### src/rtl/tiny_acc_pkg.sv
// tiny_acc_pkg
//   Shared definitions for the tiny accumulator core: opcode values,
//   the NOP/HALT instruction encodings, instruction field positions,
//   the control state enum and a constant-foldable clog2 helper.
//   No ports (package).

package tiny_acc_pkg;

    // Instruction layout: op in the low nibble, arg in the high nibble.
    localparam int INST_W  = 8;
    localparam int OP_LSB  = 0;
    localparam int OP_W    = 4;
    localparam int ARG_LSB = 4;
    localparam int ARG_W   = 4;

    localparam logic [OP_W-1:0] OP_ADD  = 4'h0;
    localparam logic [OP_W-1:0] OP_NAND = 4'h1;
    localparam logic [OP_W-1:0] OP_ADDI = 4'h2;
    localparam logic [OP_W-1:0] OP_BNZ  = 4'h3;
    localparam logic [OP_W-1:0] OP_LI   = 4'h4;
    localparam logic [OP_W-1:0] OP_SLLI = 4'h5;
    localparam logic [OP_W-1:0] OP_SRLI = 4'h6;
    localparam logic [OP_W-1:0] OP_HALT = 4'h7;
    localparam logic [OP_W-1:0] OP_LA   = 4'hE;
    localparam logic [OP_W-1:0] OP_SA   = 4'hF;

    localparam logic [INST_W-1:0] INST_NOP  = 8'h08;
    localparam logic [INST_W-1:0] INST_HALT = 8'h07;

    typedef enum logic [1:0] {
        ST_IDLE = 2'd0,
        ST_RUN  = 2'd1,
        ST_HALT = 2'd2
    } state_e;

    // Smallest r with 2**r >= v (v >= 2 in every use here).
    function automatic int clog2(input int v);
        int r;
        r = 0;
        for (int i = 0; i < 31; i++) begin
            if ((1 << i) < v) begin
                r = i + 1;
            end
        end
        return r;
    endfunction

endpackage

### src/rtl/tiny_acc_alu.sv
// tiny_acc_alu
//   Purely combinational execute-stage ALU. The result is both the next
//   accumulator value and the forwarded value that a BNZ in fetch tests.
//   Ports:
//     op_i       opcode of the instruction in execute
//     acc_i      current accumulator
//     operand_i  dmem[rs] (already 0 when rs is out of range)
//     sext_imm_i arg sign-extended to DATA_W; its low nibble is the shift amount
//     result_o   new accumulator value (acc_i for ops that do not write acc)

module tiny_acc_alu
    import tiny_acc_pkg::*;
#(
    parameter int DATA_W = 8
) (
    input  logic [OP_W-1:0]   op_i,
    input  logic [DATA_W-1:0] acc_i,
    input  logic [DATA_W-1:0] operand_i,
    input  logic [DATA_W-1:0] sext_imm_i,
    output logic [DATA_W-1:0] result_o
);

    logic [ARG_W-1:0] shamt;
    logic             shamt_big;

    assign shamt     = sext_imm_i[ARG_W-1:0];
    // Shifting by the full width or more must give zero, not a wrapped shift.
    assign shamt_big = (32'(shamt) >= 32'(DATA_W));

    always_comb begin
        result_o = acc_i;
        case (op_i)
            OP_ADD:  result_o = acc_i + operand_i;
            OP_NAND: result_o = ~(acc_i & operand_i);
            OP_ADDI: result_o = acc_i + sext_imm_i;
            OP_LI:   result_o = sext_imm_i;
            OP_SLLI: result_o = shamt_big ? '0 : (acc_i << shamt);
            OP_SRLI: result_o = shamt_big ? '0 : (acc_i >> shamt);
            OP_LA:   result_o = operand_i;
            default: result_o = acc_i;
        endcase
    end

endmodule

### src/rtl/tiny_acc_core.sv
// tiny_acc_core
//   Two-stage accumulator processor: fetch/decode (imem[pc] -> IR) and
//   execute/writeback (IR -> acc / dmem). Control FSM IDLE/RUN/HALT with a
//   single-step mode and a runtime program-load port.
//   Ports:
//     clk, rst_n          clock, asynchronous active-low reset
//     prog_we/addr/data   imem write, honoured only when not in RUN
//     start               enter RUN from IDLE or HALT
//     step_mode, step     when step_mode=1, RUN advances only on step cycles
//     dbg_addr, dbg_data  combinational dmem read (0 when out of range)
//     acc_out, pc_out     accumulator and fetch PC
//     running, halted     state == RUN / state == HALT

module tiny_acc_core
    import tiny_acc_pkg::*;
#(
    parameter int DATA_W     = 8,
    parameter int IMEM_DEPTH = 16,
    parameter int DMEM_DEPTH = 16,
    localparam int AW        = clog2(IMEM_DEPTH)
) (
    input  logic              clk,
    input  logic              rst_n,
    input  logic              prog_we,
    input  logic [AW-1:0]     prog_addr,
    input  logic [INST_W-1:0] prog_data,
    input  logic              start,
    input  logic              step_mode,
    input  logic              step,
    input  logic [3:0]        dbg_addr,
    output logic [DATA_W-1:0] dbg_data,
    output logic [DATA_W-1:0] acc_out,
    output logic [AW-1:0]     pc_out,
    output logic              running,
    output logic              halted
);

    state_e              state_q, state_d;
    logic [AW-1:0]       pc_q, pc_d;
    logic [INST_W-1:0]   ir_q, ir_d;
    logic [DATA_W-1:0]   acc_q, acc_d;
    logic [DATA_W-1:0]   dmem_q [DMEM_DEPTH];
    logic [INST_W-1:0]   imem_q [IMEM_DEPTH];

    logic [OP_W-1:0]     ir_op;
    logic [ARG_W-1:0]    ir_arg;
    logic [DATA_W-1:0]   sext_imm;
    logic [DATA_W-1:0]   rs_data;
    logic                rs_in_range;
    logic [DATA_W-1:0]   alu_result;
    logic [INST_W-1:0]   fetch_inst;
    logic [OP_W-1:0]     fetch_op;
    logic                advance;
    logic                imem_we;
    logic                dmem_we;

    assign ir_op    = ir_q[OP_LSB +: OP_W];
    assign ir_arg   = ir_q[ARG_LSB +: ARG_W];
    assign sext_imm = DATA_W'($signed(ir_arg));

    // dmem[rs] read; rs is a full nibble, so depths below 16 leave holes
    // that read as zero.
    always_comb begin
        rs_data     = '0;
        rs_in_range = 1'b0;
        for (int i = 0; i < DMEM_DEPTH; i++) begin
            if (ir_arg == 4'(i)) begin
                rs_data     = dmem_q[i];
                rs_in_range = 1'b1;
            end
        end
    end

    always_comb begin
        dbg_data = '0;
        for (int i = 0; i < DMEM_DEPTH; i++) begin
            if (dbg_addr == 4'(i)) begin
                dbg_data = dmem_q[i];
            end
        end
    end

    tiny_acc_alu #(
        .DATA_W (DATA_W)
    ) u_alu (
        .op_i       (ir_op),
        .acc_i      (acc_q),
        .operand_i  (rs_data),
        .sext_imm_i (sext_imm),
        .result_o   (alu_result)
    );

    assign fetch_inst = imem_q[pc_q];
    assign fetch_op   = fetch_inst[OP_LSB +: OP_W];

    // In step mode every non-step cycle is a full pipeline stall.
    assign advance = (state_q == ST_RUN) && (!step_mode || step);
    assign imem_we = prog_we && (state_q != ST_RUN);
    assign dmem_we = advance && (ir_op == OP_SA) && rs_in_range;

    always_comb begin
        state_d = state_q;
        pc_d    = pc_q;
        ir_d    = ir_q;
        acc_d   = acc_q;
        case (state_q)
            ST_IDLE, ST_HALT: begin
                if (start) begin
                    state_d = ST_RUN;
                    pc_d    = '0;
                    ir_d    = INST_NOP;
                    acc_d   = '0;
                end
            end
            ST_RUN: begin
                if (advance) begin
                    acc_d = alu_result;
                    if (ir_op == OP_HALT) begin
                        // HALT retires: freeze fetch so nothing younger runs.
                        state_d = ST_HALT;
                    end else if (fetch_op == OP_HALT) begin
                        // HALT enters IR but pc stays on it.
                        ir_d = fetch_inst;
                    end else begin
                        ir_d = fetch_inst;
                        // BNZ tests the forwarded result of the instruction
                        // executing alongside it, not the stale acc_q.
                        if ((fetch_op == OP_BNZ) && (alu_result != '0)) begin
                            pc_d = fetch_inst[ARG_LSB +: AW];
                        end else begin
                            pc_d = pc_q + AW'(1);
                        end
                    end
                end
            end
            default: state_d = ST_IDLE;
        endcase
    end

    always_ff @(posedge clk or negedge rst_n) begin
        if (!rst_n) begin
            state_q <= ST_IDLE;
            pc_q    <= '0;
            ir_q    <= INST_NOP;
            acc_q   <= '0;
        end else begin
            state_q <= state_d;
            pc_q    <= pc_d;
            ir_q    <= ir_d;
            acc_q   <= acc_d;
        end
    end

    always_ff @(posedge clk or negedge rst_n) begin
        if (!rst_n) begin
            for (int i = 0; i < DMEM_DEPTH; i++) begin
                dmem_q[i] <= '0;
            end
        end else begin
            for (int i = 0; i < DMEM_DEPTH; i++) begin
                if (dmem_we && (ir_arg == 4'(i))) begin
                    dmem_q[i] <= acc_q;
                end
            end
        end
    end

    always_ff @(posedge clk or negedge rst_n) begin
        if (!rst_n) begin
            for (int i = 0; i < IMEM_DEPTH; i++) begin
                imem_q[i] <= INST_HALT;
            end
        end else begin
            for (int i = 0; i < IMEM_DEPTH; i++) begin
                if (imem_we && (prog_addr == AW'(i))) begin
                    imem_q[i] <= prog_data;
                end
            end
        end
    end

    assign acc_out = acc_q;
    assign pc_out  = pc_q;
    assign running = (state_q == ST_RUN);
    assign halted  = (state_q == ST_HALT);

endmodule

### config.mk
export PLATFORM = sky130hd
export DESIGN_NAME = tiny_acc_core
export DESIGN_NICKNAME = d
export VERILOG_FILES = /design/src/rtl/tiny_acc_pkg.sv /design/src/rtl/tiny_acc_alu.sv /design/src/rtl/tiny_acc_core.sv
export SDC_FILE = /design/constraint.sdc
export NUM_CORES = 1
export LEC_CHECK = 0
export BUFFER_PORTS_ARGS = -buffer_cell sky130_fd_sc_hd__buf_4
export CAP_MARGIN = 20
export CORE_ASPECT_RATIO = 0.8
export CORE_MARGIN = 8
export CORE_UTILIZATION = 29
export DETAILED_ROUTE_END_ITERATION = 6
export GPL_TIMING_DRIVEN = 0
export SETUP_SLACK_MARGIN = 0.2
export SKIP_LAST_GASP = 1
export SYNTH_ARGS = -nofsm -noshare
export SYNTH_HDL_FRONTEND = slang
export SYNTH_SLANG_ARGS = --single-unit
### constraint.sdc
create_clock -name clk -period 5 [get_ports clk]
set_clock_uncertainty 0.05 [all_clocks]
set_input_delay 0.5 -clock clk [delete_from_list [all_inputs] [get_ports clk]]
set_output_delay 0.5 -clock clk [all_outputs]
set_load 0.01 [all_outputs]
* After elaboration in Yosys (flattened, before gate mapping)
Index checks and enable logic that the tools add are counted.
** Word-level totals
- Flip-flop bits (word level) :: 278
- Latch bits :: 0
- Bits in writable memories :: 0
- Bits in read-only memories :: 0
- Input port bits :: 22
- Output and inout bits :: 22
- Word-level logic and storage cells :: 231
- Memories :: 0
** Cells by class
- Add/sub/neg operators :: 3
- Multipliers :: 0
- Div/mod/pow operators :: 0
- $lt $le $gt $ge :: 2
- Equality and inequality tests :: 63
- Shift-type cells :: 2
- Multiplexer cells :: 71
- Bitwise logic cells :: 3
- Reductions and logical operators :: 51
** Operators with widths (number)
- 8-bit 2-to-1 mux :: 41
- 4-bit equality test, second input constant :: 26
- 4-bit by 3-bit equality test with 1-bit output, second input constant :: 17
- 8-bit one-hot mux with 7 select lines :: 1
- 1-bit logical AND :: 37
- 8-bit binary-select mux with 4-bit select :: 1
- 4-bit by 2-bit equality test with 1-bit output, second input constant :: 8
- 8-bit one-hot mux with 2 select lines :: 2
- 4-bit 2-to-1 mux :: 5
- 8-bit adder :: 2
- 4-bit by 1-bit equality test with 1-bit output, second input constant :: 4
- 4-bit zero test :: 4
- 1-bit 2-to-1 mux :: 16
- 8-bit AND :: 1
- 8-bit NOT :: 1
- 4-bit one-hot mux with 2 select lines :: 1
- 8-bit nonzero test :: 1
- 8-bit by 4-bit left shift with 8-bit output :: 1
- 8-bit by 4-bit right shift with 8-bit output :: 1
- 2-bit 2-to-1 mux :: 3
- 2-bit by 1-bit != test with 1-bit output, second input constant :: 3
- 2-bit != test, second input constant :: 3
- 3-bit AND reduction :: 2
- 5-bit greater-or-equal comparator, second input constant :: 1
- other kinds (13) :: 13

* Depth between registers and ports, before layout
Gate-level depths: netlist of run 1.
- Depth after elaboration :: 27
- Depth in mapped cells :: 21
- Mapped depth without buffers :: 18

* Hierarchy
A second synthesis of run 1 with hierarchy kept.
** Second synthesis, totals
- Cells, all modules :: 1512
- Area total of the unflattened synthesis :: 15581.2 µm²
** By module, submodules not included
- tiny_acc_core :: instances 1, cells an instance 1320, area each 14227.4 µm², sequential area each 7018.0 µm²
- tiny_acc_alu :: instances 1, cells an instance 192, area each 1353.8 µm², sequential area each 0.0 µm²

* Worst setup path before layout of run 1
Ideal clock, no wire load.
- Path kind :: reg-to-reg
- Start point :: register ir_q[5]
- End point :: register pc_q[2] (netlist: pc_out[2])
- Setup time :: 0.126 ns
- Arrival :: 3.728 ns
- Data required time :: 4.824 ns
- Path slack :: 1.096 ns
- Stages on the path, launching flop included :: 19
- Path buffers :: 1
- Clock period less this slack :: 3.904 ns
- Cells stage by stage :: dfrtp_1 buf_2 nor2b_1 a22oi_1 a311o_1 o221ai_1 nor2_1 a21oi_1 ha_1 a21o_1 a21oi_1 o21a_1 xnor2_1 a211oi_1 o211ai_1 a211oi_1 a31oi_1 and2_0 a221o_1
** On the way
- Longest elaborated chain between the ends :: 27
- Elaborated cells between the ends (all ways) :: 49
- Classes of those cells :: 2 x add/sub; 1 x order compare; 15 x eq/ne; 2 x shift; 24 x mux; 2 x bitwise; 3 x reduce/logical
** RTL lines
- start: declaration :: line tiny_acc_core.sv:40 : logic [INST_W-1:0] ir_q, ir_d;
- start signal: assignment :: line tiny_acc_core.sv:149 : ir_q <= ir_d;
- branches (longest 19 deep; another with 8-bit 2-to-1 mux)
- 8-bit one-hot mux with 7 select lines * :: line tiny_acc_alu.sv:32 : case (op_i)
- 8-bit nonzero test * :: line tiny_acc_core.sv:128 : if ((fetch_op == OP_BNZ) && (alu_result != '0)) begin
- 1-bit logical AND * :: line tiny_acc_core.sv:128
- 4-bit 2-to-1 mux * :: line tiny_acc_core.sv:128
- 4-bit 2-to-1 mux * :: line tiny_acc_core.sv:121 : end else if (fetch_op == OP_HALT) begin
- 4-bit 2-to-1 mux * :: line tiny_acc_core.sv:118 : if (ir_op == OP_HALT) begin
- 4-bit 2-to-1 mux * :: line tiny_acc_core.sv:116 : if (advance) begin
- 4-bit one-hot mux with 2 select lines * :: line tiny_acc_core.sv:106 : case (state_q)
- end signal: assignment :: line tiny_acc_core.sv:148 : pc_q <= pc_d;
- end: declaration :: line tiny_acc_core.sv:39 : logic [AW-1:0] pc_q, pc_d;
Every way passes the cells marked *. The select of a mux whose other input is x is not followed.
A chain may end at the register's enable or synchronous reset.

* Worst setup path after layout of run 1
Ends and elaborated chain as after synthesis.

==> results of run 1 <==
==> synthesized netlist by cell type (29+ instances only) <==
cell and instances:
sky130_fd_sc_hd__mux2_2 262, sky130_fd_sc_hd__mux4_2 29, sky130_fd_sc_hd__nor3_1 32, sky130_fd_sc_hd__nor2_1 65
sky130_fd_sc_hd__dfstp_2 49, sky130_fd_sc_hd__mux2i_1 63, sky130_fd_sc_hd__nor2b_1 30, sky130_fd_sc_hd__o21ai_0 69
sky130_fd_sc_hd__a21oi_1 71, sky130_fd_sc_hd__nand2_1 105, sky130_fd_sc_hd__dfrtp_1 229, sky130_fd_sc_hd__clkbuf_1 62
==> through the flow <==
| step | setup slack [ps] | power [W] |
|---|---|---|
| 4_1_cts | 195 | 0.00947 |
| 5_1_grt | 191 | 0.0101 |
| 6_report | 418 | 0.00968 |
| 3_5_place_dp | -405 | 0.00689 |
| 3_3_place_gp | -454 | 0.00686 |
| 2_1_floorplan | 1100 | 0.00540 |
==> state kept, by name (all words and copies together), names as in the netlist <==
register and cells:
imem_q 128, ir_q 8, pc_out 4, state_q 2
dmem_q 128, acc_out 8
==> cell usage in the layout, fill, tap and decap left out, types with 22 or more instances in the layout <==
cell,netlist,routed
sky130_fd_sc_hd__a21oi_1,71,69
sky130_fd_sc_hd__a221oi_1,23,22
sky130_fd_sc_hd__a22oi_1,28,28
sky130_fd_sc_hd__buf_4,8,58
sky130_fd_sc_hd__clkbuf_1,62,64
sky130_fd_sc_hd__clkbuf_16,0,35
sky130_fd_sc_hd__dfrtp_1,229,227
sky130_fd_sc_hd__dfstp_2,49,49
sky130_fd_sc_hd__mux2_2,262,262
sky130_fd_sc_hd__mux2i_1,63,63
sky130_fd_sc_hd__mux4_2,29,29
sky130_fd_sc_hd__nand2_1,105,105
sky130_fd_sc_hd__nand3_1,27,27
sky130_fd_sc_hd__nor2_1,65,64
sky130_fd_sc_hd__nor2b_1,30,26
sky130_fd_sc_hd__nor3_1,32,28
sky130_fd_sc_hd__o21ai_0,69,65
==> kinds of logic (layout without fill, tap and decap cells) <==
family | after synthesis | count (layout) | synth area share [%]
mux | 354 | 354 | 26.7
simple gates | 338 | 338 | 10.6
compound gates | 317 | 317 | 13.7
flops | 278 | 278 | 44.2
buf+inv | 121 | 235 | 3.63
fa+ha+maj | 10 | 10 | 0.835
xor+xnor | 6 | 6 | 0.331
other cells | 0 | 1 | 0
==> repair_timing <==
action / 4_1_cts / 5_1_grt
gates cloned: 0 / 0
endpoints found under the setup margin: 5 / 5
pin swaps: 0 / 19
buffers inserted: 0 / 9
hold buffers: 1 / 0
hold endpoints to repair: 78 / 0
gates resized for setup: 22 / 44
==> cell type report <==
| class | instances | area, sq um | area share, % |
|---|---|---|---|
| multi-input cells | 1025 | 8460 | 45.6 |
| flip-flops and latches | 278 | 7020 | 37.9 |
| clock buffers | 47 | 961 | 5.19 |
| well taps | 702 | 878 | 4.74 |
| plain buffers | 106 | 568 | 3.07 |
| repair buffers | 53 | 445 | 2.40 |
| clock inverters | 14 | 143 | 0.770 |
| inverters | 15 | 57.6 | 0.311 |
| diodes | 1 | 2.50 | 0.0135 |
==> final timing paths <==
path | from | endpoint | slack, ps
max reg2reg | ir_q[5] | pc_out[2] | 420
min in group asynchronous | rst_n | dmem_q[77] | 520
max | ir_q[5] | pc_out[2] | 420
max in group asynchronous | rst_n | imem_q[72] | 2990
min reg2reg | imem_q[107] | imem_q[107] | 450
min | start | state_q[1] | 150
==> report_power, final <==
group          switching (W)  total (W)  leakage, nW  internal (W)
Clock                0.00107    0.00249        0.546       0.00142
Sequential          0.000323    0.00302         3.64       0.00269
Combinational        0.00263    0.00417         3.81       0.00154
Total                0.00402    0.00968         8.00       0.00566
==> metal layers <==
layer  GRT usage, %  vias up  share of wire, %
li1               -     5533                 -
met1           27.1     6686                45
met2           27.0      689                41
met3           5.67      121                11
met4           5.90        2               2.9
met5              0        -             0.022
==> worst reg2reg max path, cell delays in order (launching register included) <==
cell,delay (ps)
sky130_fd_sc_hd__dfrtp_2,420
sky130_fd_sc_hd__buf_4,170
sky130_fd_sc_hd__buf_4,220
sky130_fd_sc_hd__nor2b_4,300
sky130_fd_sc_hd__a22oi_1,140
sky130_fd_sc_hd__a311o_1,390
sky130_fd_sc_hd__o221ai_2,140
sky130_fd_sc_hd__nor2_1,70
sky130_fd_sc_hd__a21oi_1,230
sky130_fd_sc_hd__ha_1,280
sky130_fd_sc_hd__a21o_1,180
sky130_fd_sc_hd__a21oi_2,160
sky130_fd_sc_hd__o21a_1,180
sky130_fd_sc_hd__xnor2_1,130
sky130_fd_sc_hd__a211oi_1,260
sky130_fd_sc_hd__o211ai_1,180
sky130_fd_sc_hd__a211oi_2,340
sky130_fd_sc_hd__a41oi_2,240
sky130_fd_sc_hd__o31ai_2,260
sky130_fd_sc_hd__a221o_1,170
==> run_results.csv, run 1 <==
group,metric,value,unit
sta,final_hold_viol_count,0,
logic_synthesis,ys_seq_elements,278,
pwr,power_leakage,8.00,nW
clock_network,clock-sinks,278,
drt,detail_route.first_pass.iterations,6,
finish,final_core_utilization,34.3,%
sta,post-route-min-period,4580,ps
worst_setup_path,worstSetupPathType,"reg -> reg",
sta,tightestPinTransition,1090,ps
clock_network,worst_skew_pair.late_latency,570,ps
placed_design,dpl_cell_area,17100,sq um
drt,average_vias_per_placed_instance,5.81,
global_routing,gr-total-overflow,0,
global_routing,grt_antenna_before_repair,1,
finish,fin_area,18500,sq um
finish,drive_gt1_share,34.7,%
global_routing,grt_start_max_net_pins,110,
logic_synthesis,avgSynthCellArea,11.1,sq um
worst_setup_path,cp.buffers_inverters,2,
logic_synthesis,mappedNetlistNets,1456,
drt,count_of_routing_violations_after_the_opening_detailed_route_iteration,1361,
drt,postRouteAntennaNets,0,
logic_synthesis,synth_top_area_cell,"sky130_fd_sc_hd__dfrtp_1",
floorplan,start_util,29.4,%
sta,max_clock_freq,218,MHz
logic_synthesis,ys_types,84,
worst_setup_path,worst_path_dominant_cell_family,"compound AO/OA/AOI/OAI gates",
sta,setup_repair_after_global_routing_missed_its_margin,"no",
global_routing,wire_length_of_the_first_global_routing_pass,89400,um
logic_synthesis,post_synth_main_area_contributors,"sky130_fd_sc_hd__dfrtp_1, sky130_fd_sc_hd__mux2_2, sky130_fd_sc_hd__dfstp_2, sky130_fd_sc_hd__mux4_2, sky130_fd_sc_hd__mux2i_1",
sta,worst_rel_slew_slack,27.1,%
sta,timing_max_transition_violations_final,0,
finish,design.final.nets,1546,
clock_network,clock_tree_from_tritoncts,"done",
drt,post-route-drc-count,0,
clock_network,cts_root_buffer,"sky130_fd_sc_hd__clkbuf_16",
clock_network,tritoncts.num_buffers,35,
logic_synthesis,yosysSeqAreaShare,44.2,%
placed_design,portBuffers,39,
logic_synthesis,yosysTopAreaCellShare,36.1,%
pwr,ir_drop,209,uV
global_routing,global_route.usage.total,18.9,%
worst_setup_path,critical-path-max-stage-delay,420,ps
sta,timing.final.crit_share,91.6,%
finish,area.growth.synth_to_final,16.7,%
placed_design,place_inst,2169,
logic_synthesis,synthFlopType,"sky130_fd_sc_hd__dfrtp_1",
floorplan,placeableCoreArea,54000,sq um
worst_setup_path,worst-endpoint-arrival,5040,ps
logic_synthesis,cell_count_after_synthesis,1424,
min_path,worstHoldPathCells,3,
logic_synthesis,synth_edf_count,0,
clock_network,clockBufferDepth,3,
drt,drt_wl_total,60000,um
floorplan,die-area,62500,sq um
sta,whs,146,ps
worst_setup_path,critical_path_peak_fanout,10,
finish,fillers,5344,
logic_synthesis,synth-warning-count,0,
floorplan,boundaryPins,44,
worst_setup_path,cp.required,5460,ps
drt,wl_per_cell,26.8,um
placed_design,detailedPlacementHpwl,43500,um
floorplan,rows,76,
worst_setup_path,worst_r2r_path_depth,19,
logic_synthesis,postSynth.asyncResetShare,100,%
worst_setup_path,path_common_cell,"sky130_fd_sc_hd__buf_4",
floorplan,floorplan.die.width,278,um
flow_run,maxCapViolCount,0,
global_routing,first_global_vias,13000,
clock_network,cts_htree_levels,2,
sta,finalSetupTns,0,ps
drt,routed-via-count,13000,
placed_design,place.gp.congestion,0.975,
worst_setup_path,path_cells,"buf_4 > buf_4 > nor2b_4 > a22oi_1 > a311o_1 > o221ai_2 > nor2_1 > a21oi_1 > ha_1 > a21o_1 > a21oi_2 > o21a_1 > xnor2_1 > a211oi_1 > o211ai_1 > a211oi_2 > a41oi_2 > o31ai_2 > a221o_1",
logic_synthesis,synth.cell_area,15900,sq um
clock_network,worst_setup_hold_path_clk_slew,60,ps
worst_setup_path,crit_cells,19,
worst_setup_path,crit_path_capture_type,"flip-flop",
worst_setup_path,start_kind,"flip-flop",
pwr,p_per_area,522,nW/um^2
floorplan,die_height,225,um
min_path,hp-class,"in -> reg",
finish,fin_cells,2241,
sta,final-setup-viol-count,0,
outcome,run_status,"finished, final reports clean",
worst_setup_path,cpMaxStageDelayCell,"sky130_fd_sc_hd__dfrtp_2",
Power figures use the tool's default switching activity.
==> run 2: changes to the inputs <==
- GPL_TIMING_DRIVEN: 0 -> 1
- clock period: 5 -> 3.7 ns (I/O delays scaled with it)
==> run 2 against run 1 <==
Against the previous run: the run now ends with setup timing left; via count rose by 1.5%; critical path depth rose by 1; routed wire length fell by 5.4%; sequential share of layout area fell by 3.2 points; critical path type unchanged; highest routed layer is now met4.
==> run_results.csv, run 2 (synthesis gave the netlist of run 1 again) <==
group,metric,value,unit
outcome,run_status,"complete, but fails checks",
outcome,violations,"setup timing",
finish,design.final.nets,1681,
pwr,p_per_area,706,nW/um^2
clock_network,worst_skew_pair.late_latency,550,ps
worst_setup_path,worst_path_dominant_cell_family,"compound AO/OA/AOI/OAI gates",
placed_design,detailedPlacementHpwl,40500,um
floorplan,rows,76,
sta,final_hold_viol_count,0,
finish,layout_top_registers,"dmem_q: 128 flops, imem_q: 128 flops",
floorplan,floorplan.die.width,278,um
placed_design,place.gp.congestion,0.964,
worst_setup_path,worst_r2r_path_depth,20,
drt,detail_route.wirelength.met1,27300,um
worst_setup_path,path_common_cell,"sky130_fd_sc_hd__buf_4",
clock_network,cts_htree_levels,2,
sta,worst_rel_slew_slack,37.2,%
drt,average_vias_per_placed_instance,5.56,
min_path,min_to,"state_q[1]",
worst_setup_path,start_kind,"flip-flop",
worst_setup_path,reg2reg_to,"pc_out[2]",
clock_network,tritoncts.num_buffers,35,
drt,drt_wl_total,56800,um
sta,final-setup-viol-count,6,
global_routing,grt_antenna_before_repair,0,
sta,finalSetupTns,-2860,ps
min_path,worstHoldPathCells,3,
drt,count_of_routing_violations_after_the_opening_detailed_route_iteration,1252,
worst_setup_path,worst-endpoint-arrival,4850,ps
sta,max_clock_freq,226,MHz
placed_design,dpl_worst_slack,-865,ps
finish,leading_cell_type_in_the_layout_fill_and_taps_excluded,"sky130_fd_sc_hd__buf_4",
global_routing,wire_length_of_the_first_global_routing_pass,86300,um
placed_design,portBuffers,43,
floorplan,boundaryPins,44,
pwr,ir_drop,315,uV
clock_network,cts_root_buffer,"sky130_fd_sc_hd__clkbuf_16",
pwr,power_leakage,9.03,nW
clock_network,clock-sinks,278,
worst_setup_path,crit_path_capture_type,"flip-flop",
worst_setup_path,worstSetupPathType,"reg -> reg",
clock_network,clockBufferDepth,3,
worst_setup_path,cpMaxStageDelayCell,"sky130_fd_sc_hd__dfrtp_4",
floorplan,die-area,62500,sq um
worst_setup_path,cp.buffers_inverters,4,
drt,route.met3.wl,4130,um
worst_setup_path,critical-path-max-stage-delay,550,ps
drt,postRouteAntennaNets,0,
finish,area.growth.synth_to_final,27.6,%
floorplan,placeableCoreArea,54000,sq um
placed_design,dpl_cell_area,18400,sq um
sta,timing_max_transition_violations_final,0,
clock_network,clock_tree_from_tritoncts,"done",
finish,commonest_cells_after_routing_fill_and_taps_aside,"sky130_fd_sc_hd__buf_4, sky130_fd_sc_hd__mux2_2, sky130_fd_sc_hd__dfrtp_1",
drt,post-route-drc-count,0,
sta,setup_repair_after_global_routing_missed_its_margin,"yes",
global_routing,global_route.usage.total,17.8,%
finish,drive_gt1_share,46.6,%
clock_network,worst_setup_hold_path_clk_slew,60,ps
floorplan,start_util,29.4,%
sta,timing.final.crit_share,120,%
min_path,hp-class,"in -> reg",
global_routing,grt_start_max_net_pins,109,
floorplan,die_height,225,um
sta,post-route-worst-setup-slack,-725,ps
drt,wl_met2,24100,um
drt,dr.max_layer_used,"met4",
finish,fin_area,20300,sq um
drt,detail_route.first_pass.iterations,7,
min_path,timing.hold.worst.start,"start",
worst_setup_path,path_cells,"buf_12 > buf_6 > mux2i_1 > a211o_1 > o311ai_2 > o31a_1 > o31ai_1 > o21ai_1 > ha_1 > a21oi_2 > buf_4 > xor2_1 > o22ai_1 > nor2_1 > a31oi_2 > nor4_2 > buf_4 > a41oi_4 > o31ai_2 > a221o_1",
global_routing,first_global_vias,13200,
worst_setup_path,critical_path_peak_fanout,13,
global_routing,gr-total-overflow,0,
sta,tightestPinTransition,940,ps
drt,routed-via-count,13200,
worst_setup_path,cp.required,4130,ps
drt,wl_per_cell,23.9,um
sta,post-route-min-period,4420,ps
worst_setup_path,rrSetupSlack,-720,ps
worst_setup_path,crit-reg2reg-launch,"ir_q[5]",
flow_run,maxCapViolCount,0,
-- run 2: cell count changes in the layout (fill, tap and decap cells not counted), moves of 6 or more --
| cell | delta |
|---|---|
| sky130_fd_sc_hd__a21oi_1 | -13 |
| sky130_fd_sc_hd__a21oi_2 | +12 |
| sky130_fd_sc_hd__a22oi_1 | -6 |
| sky130_fd_sc_hd__a22oi_2 | +6 |
| sky130_fd_sc_hd__buf_12 | +8 |
| sky130_fd_sc_hd__buf_2 | -16 |
| sky130_fd_sc_hd__buf_4 | +208 |
| sky130_fd_sc_hd__buf_6 | +6 |
| sky130_fd_sc_hd__clkbuf_1 | -58 |
| sky130_fd_sc_hd__clkbuf_2 | -6 |
| sky130_fd_sc_hd__o21ai_0 | -8 |
| sky130_fd_sc_hd__o21ai_1 | +6 |
-- run 2: worst min-delay path, stage by stage --
cell	delay, ps
sky130_fd_sc_hd__buf_4	90
sky130_fd_sc_hd__inv_1	30
sky130_fd_sc_hd__o2bb2ai_1	100
-- run 2: final cells by class --
type                            instances  area [sq um]
Clock inverter                         13           151
Inverter                               15          60.1
Timing Repair Buffer                  294          2390
Tap cell                              702           878
Antenna cell                            1          2.50
Sequential cell                       278          7030
Clock buffer                           49          1030
Fill cell                            5240         33800
Multi-Input combinational cell       1025          8710
-- run 2: worst max-delay path by stage --
stage	from	endpoint	slack [ps]	cells past startpoint
after floorplan	ir_q[6]	pc_out[2]	-8	18
after global placement	ir_q[5]	pc_out[2]	-900	18
final	ir_q[5]	pc_out[2]	-720	20
after detailed placement	ir_q[5]	pc_out[2]	-870	19
after global routing	ir_q[5]	pc_out[2]	-800	21
after CTS	ir_q[5]	pc_out[0]	-580	19
-- run 2: repair_timing --
item	in CTS	in global routing
pin swaps	23	42
resized for setup	67	37
hold buffers	1	0
setup endpoints to repair	12	12
buffers inserted	22	6
endpoints found under the hold margin	80	0
-- run 2: metal layers --
layer | up-vias | track usage, %
met4 | 0 | 4.69
met1 | 6800 | 26.4
met3 | 95 | 3.77
li1 | 5821 | -
met5 | - | 0
met2 | 511 | 25.9
-- run 2: metrics by stage --
| stage | power [W] | instances | utilization, % | hold slack (ps) |
|---|---|---|---|---|
| finish | 0.0143 | 2377 | 37.5 | 47.5 |
| global route | 0.0149 | 2376 | 37.5 | 32.5 |
| CTS | 0.0141 | 2370 | 37.1 | 13.5 |
| detailed placement | 0.00999 | 2285 | 34.0 | 440 |
| global placement | 0.00994 | 2285 | 34.0 | 425 |
| floorplan | 0.00737 | 1424 | - | 24.4 |
-- run 2: report_power, final --
group / switching, W / leakage, nW / total [W] / internal (W)
Clock: 0.00138 / 0.577 / 0.00354 / 0.00216
Sequential: 0.000454 / 3.64 / 0.00410 / 0.00365
Combinational: 0.00360 / 4.82 / 0.00666 / 0.00305
